**src/rtl/serial_frame_pkg.sv**
```systemverilog
// Framing constants shared by the serial transmitter and the detector side.
// Both ends import this package so that the state codes and header bit always agree.
package serial_frame_pkg;

  typedef enum logic [2:0] {
    IDLE   = 3'd0,
    START  = 3'd1,
    DATA   = 3'd2,
    PARITY = 3'd3,
    STOP   = 3'd4
  } state_t;

  localparam int   DEFAULT_DATA_W = 8;
  localparam logic HEADER_BIT     = 1'b1;

endpackage

```
**src/rtl/tx_shift_reg.sv**
```systemverilog
// Payload shifter: loads a word, shifts right once per data cycle, and keeps an even-parity accumulator.
// Zero latency from shift to lsb; there is no backpressure, because the owning FSM paces every shift.
module tx_shift_reg
  import serial_frame_pkg::*;
#(
  parameter int DATA_W = DEFAULT_DATA_W
) (
  input  logic              clk,
  input  logic              rst_n,
  input  logic              load,
  input  logic [DATA_W-1:0] data_in,
  input  logic              shift,
  output logic              lsb,
  output logic              parity
);

  logic [DATA_W-1:0] sreg;
  logic              par;

  always_ff @(posedge clk or negedge rst_n) begin
    if (!rst_n) begin
      sreg <= '0;
      par  <= 1'b0;
    end else if (load) begin
      sreg <= data_in;
      par  <= 1'b0;
    end else if (shift) begin
      // Parity tracks exactly the bits that have been shifted onto the line.
      sreg <= sreg >> 1;
      par  <= par ^ sreg[0];
    end
  end

  assign lsb    = sreg[0];
  assign parity = par;

endmodule

```
**src/rtl/serial_frame_tx.sv**
```systemverilog
// Framed serializer feeding the detector's I/S inputs; load -> header 1 cycle, first data bit 2 cycles.
// Loads that arrive while busy are dropped. Optional parity bit: SERIAL_FRAME_TX_PARITY_EN.
module serial_frame_tx
  import serial_frame_pkg::*;
#(
  parameter int DATA_W = DEFAULT_DATA_W
) (
  input  logic              clk,
  input  logic              rst_n,
  input  logic [DATA_W-1:0] data_in,
  input  logic              load,
  output logic              busy,
  output logic              done,
  output logic              I_out,
  output logic              S_out
);

  localparam int             CW   = $clog2(DATA_W);
  localparam logic [CW-1:0]  LAST = CW'(DATA_W - 1);

  state_t        state, state_nxt;
  logic [CW-1:0] cnt;
  logic          accept, shift, lsb, par_bit;
  logic          busy_nxt, done_nxt, i_nxt, s_nxt;

  assign accept = load && ((state == IDLE) || (state == STOP));
  // Shift on every edge that puts a data bit onto the line, so lsb always holds the bit that is due next.
  assign shift  = (state_nxt == DATA);

  tx_shift_reg #(.DATA_W(DATA_W)) u_sreg (
    .clk     (clk),
    .rst_n   (rst_n),
    .load    (accept),
    .data_in (data_in),
    .shift   (shift),
    .lsb     (lsb),
    .parity  (par_bit)
  );

  always_comb begin
    state_nxt = state;
    case (state)
      IDLE:   if (load) state_nxt = START;
      START:  state_nxt = DATA;
      DATA: begin
        if (cnt == LAST) begin
`ifdef SERIAL_FRAME_TX_PARITY_EN
          state_nxt = PARITY;
`else
          state_nxt = STOP;
`endif
        end
      end
      PARITY: state_nxt = STOP;
      STOP:   state_nxt = load ? START : IDLE;
      default: state_nxt = IDLE;
    endcase
  end

  // Outputs are decoded from the next state and then registered, so no input reaches a pin combinationally.
  always_comb begin
    busy_nxt = 1'b0;
    done_nxt = 1'b0;
    i_nxt    = 1'b0;
    s_nxt    = 1'b0;
    case (state_nxt)
      START: begin
        busy_nxt = 1'b1;
        s_nxt    = 1'b1;
        i_nxt    = HEADER_BIT;
      end
      DATA: begin
        busy_nxt = 1'b1;
        s_nxt    = 1'b1;
        i_nxt    = lsb;
      end
      PARITY: begin
        busy_nxt = 1'b1;
        s_nxt    = 1'b1;
        i_nxt    = par_bit;
      end
      STOP:    done_nxt = 1'b1;
      default: ;
    endcase
  end

  always_ff @(posedge clk or negedge rst_n) begin
    if (!rst_n) begin
      state <= IDLE;
      cnt   <= '0;
      busy  <= 1'b0;
      done  <= 1'b0;
      I_out <= 1'b0;
      S_out <= 1'b0;
    end else begin
      state <= state_nxt;
      if (state == DATA) cnt <= (cnt == LAST) ? '0 : cnt + 1'b1;
      busy  <= busy_nxt;
      done  <= done_nxt;
      I_out <= i_nxt;
      S_out <= s_nxt;
    end
  end

endmodule

```
**config.mk**
```make
export PLATFORM = sky130hd
export DESIGN_NAME = serial_frame_tx
export DESIGN_NICKNAME = d
export VERILOG_FILES = /design/src/rtl/serial_frame_pkg.sv /design/src/rtl/tx_shift_reg.sv /design/src/rtl/serial_frame_tx.sv
export SDC_FILE = /design/constraint.sdc
export NUM_CORES = 1
export LEC_CHECK = 0
export ABC_AREA = 1
export CELL_PAD_IN_SITES_DETAIL_PLACEMENT = 0
export CELL_PAD_IN_SITES_GLOBAL_PLACEMENT = 2
export CORE_ASPECT_RATIO = 0.75
export CORE_MARGIN = 4
export CORE_UTILIZATION = 32
export DETAILED_ROUTE_END_ITERATION = 8
export GPL_TIMING_DRIVEN = 0
export PLACE_DENSITY = 0.92
export SETUP_SLACK_MARGIN = 0.1
export SLEW_MARGIN = 20
export SYNTH_ARGS = -nofsm -noshare
export SYNTH_HDL_FRONTEND = slang
export SYNTH_SLANG_ARGS = --single-unit
```
**constraint.sdc**
```tcl
create_clock -name clk -period 3.05 [get_ports clk]
set_input_delay 0.61 -clock clk [delete_from_list [all_inputs] [get_ports clk]]
set_output_delay 0.61 -clock clk [all_outputs]
set_load 0.1 [all_outputs]
```
==> metrics.txt <==
Worst Setup End Kind=primary output; Synth top area share=51.75%; worst vdd ir=396.8 uV; Layout Nets=125; DR vias/cell=4.462; Worst R2R Path Depth=7; post-route worst setup slack=0.5710 ns; reg2reg end=u_sreg.sreg[0]; Worst EP required=2.44 ns; DR vias=647; initial antenna violation count=0; Cell Pwr Density=1121 nW/um^2; crit path max fanout=2; Root Driver=clkbuf_4; Min Hold Slack=0.4844 ns; DR WL/cell=10.60 um; Synth Area in XOR/XNOR=0%; synthesized cell area=822.0 um^2; mux share of post-synthesis cell area=0%; I/O Buffers=13; Area after DPL=994.7 um^2; final setup vio count=0; post-synthesis compound-gate area fraction=1.979%; Pre-antenna DRT Iters=4; Crit Path Category=flip-flop to primary output; Skew-Pair Late Insertion Delay=0.30 ns; DIE HEIGHT=51.90 um; Initial Util=34.76%; Die X-Extent=66.53 um; GRT overflow=0; Critical Path Stages=2; Synthesized Nets=107; Hold Fails Final Rpt=0; period utilization=81.28%; Core Box Area=2365 um^2; Area growth syn-to-layout=24.20%; setup skew after layout=0.01428 ns; largest net degree at the start of global routing=18; gr usage total=11.23%; Yosys reg bits=17; cells after synthesis=94; Clock Sinks=17; largest family of logic cells by synthesized area=simple AND/OR/NAND/NOR gates; Total Power=1.144 mW; Arr. time, crit path=1.87 ns; Critical Path Start Type=flip-flop; Placer Congestion=0.7793; max-slew violations=0; maximum clock rate=403.4 MHz; Yosys cell types=17; Die ar.=3452 um^2; leading area contributor after synthesis=dfrtp_1; Reg2Reg Launch Point=cnt[0]; Max-Cap Viols=0; post-CTS setup buffers=0; 1st-iter DRT viols=40; P_leak=0.5335 nW; crit-path leading delay family=buffers and inverters; setup TNS=0 ns; vias in the first global route=612; simple-gate share of the synthesized area=36.38%; Critical-path top delay cell=clkdlybuf4s50_1; Worst path max stage delay=1.12 ns; synth warn=0; CP startpoint=S_out; final wirelength=1537 um; Seq/Total Area, Yosys=51.75%; Hold-fix buffers, CTS=0; Mean Syn Cell Area=8.745 um^2; adder-cell share of the synthesized area=3.044%; DRC violations left=0; cts repair resizes=0; Ports=15; placed wire-length estimate=1167 um; Hold/Removal Path Class=flip-flop to flip-flop; design area=1021 um^2; Buf/Inv on CP=2; Inserted Clock Buffers=3; slack of the worst reg-to-reg path=1.58 ns; Critical Path Sink=busy; CTS tree=done; CP cell instances=buf_4 > clkdlybuf4s50_1; Slew HR=35.19%; DRT antenna net count=0; Tmin final=2.479 ns; maximum root-to-sink buffer count=2; Placement Setup Slack=0.8977 ns; antenna cells=0; layout cells sized above 1=15.32%; RSZ-0062 raised after global routing=no; Clock H-tree levels=1; Reg clk slew, reported paths=0.10 ns; Slew @ Worst Pin=0.9691 ns; std cell rows=15; first-pass GRT wire length=2842 um; synth top area cells=dfrtp_1, nand2_1, nand3_1; run status=finished, final reports clean
-- Yosys cell counts --
library cell   n
buf_1          1
buf_2          1
buf_4          1
buf_6          2
dfrtp_1       17
ha_1           2
inv_1          2
inv_2          1
inv_4          1
nand2_1       40
nand2_2        3
nand2_4        1
nand3_1       15
nor2_1         3
nor2_4         2
nor3_2         1
o21ai_4        1
-- logic make-up after synthesis --
kind of cell,Yosys count
AOI/OAI and AO/OA,1
adders and majority gates,2
buffers and inverters,9
DFF,17
and+or+nand+nor,65
-- worst min path at each step --
stage	depth (start not counted)	slack (ns)	end	from
2_1_floorplan	0	0.31	I_out	rst_n
3_3_place_gp	2	0.46	cnt[1]	cnt[1]
3_5_place_dp	2	0.47	cnt[2]	cnt[2]
4_1_cts	2	0.49	cnt[1]	cnt[1]
5_1_grt	2	0.53	I_out	u_sreg.sreg[0]
6_report	2	0.48	cnt[1]	cnt[1]
-- cells in the final DEF (no fill, tap or decap), drive strengths merged --
master	instances
o21ai	1
clkdlybuf4s50	13
nand3	15
clkbuf	4
nor2	5
ha	2
buf	5
nor3	1
nand2	44
inv	4
dfrtp	17
-- worst min-delay path, cell delays in order (launching register included) --
cell and delay [ns]:
dfrtp_1 0.35, nand2_1 0.06, nand2_1 0.05
-- final cells by class --
| cell class | count | area, um^2 |
|---|---|---|
| plain buffers | 5 | 38.79 |
| clock buffers | 4 | 26.28 |
| fillers | 254 | 1344 |
| inverters | 4 | 17.52 |
| multi-input cells | 68 | 340.3 |
| flip-flops and latches | 17 | 425.4 |
| well taps | 34 | 42.54 |
| repair buffers | 13 | 130.1 |
-- per-stage QoR --
stage,util [%],instances
after CTS,43.17,145
final,43.17,145
after detailed placement,42.06,141
after floorplan,-,94
after global placement,42.06,141
after global routing,43.17,145
-- per-layer routing --
metal,wire length [um],vias up,GRT usage [%]
li1,-,329,-
met5,0,-,0
met1,725,299,14.02
met2,695,15,16.97
met4,28,0,4.054
met3,88,4,5.184
-- flip-flops by register name, indices dropped and copies added, names as in the netlist --
signal       cells
I_out            1
S_out            1
cnt              3
done             1
state            3
u_sreg.sreg      8
-- report_power, final --
part	switching [mW]	total, mW	internal, mW	leakage (nW)
logic	0.433	0.639	0.206	0.301
registers	0.0643	0.385	0.320	0.217
clock network	0.0695	0.120	0.0509	0.0150
total	0.567	1.14	0.578	0.533
(Power assumes the default switching activity.)
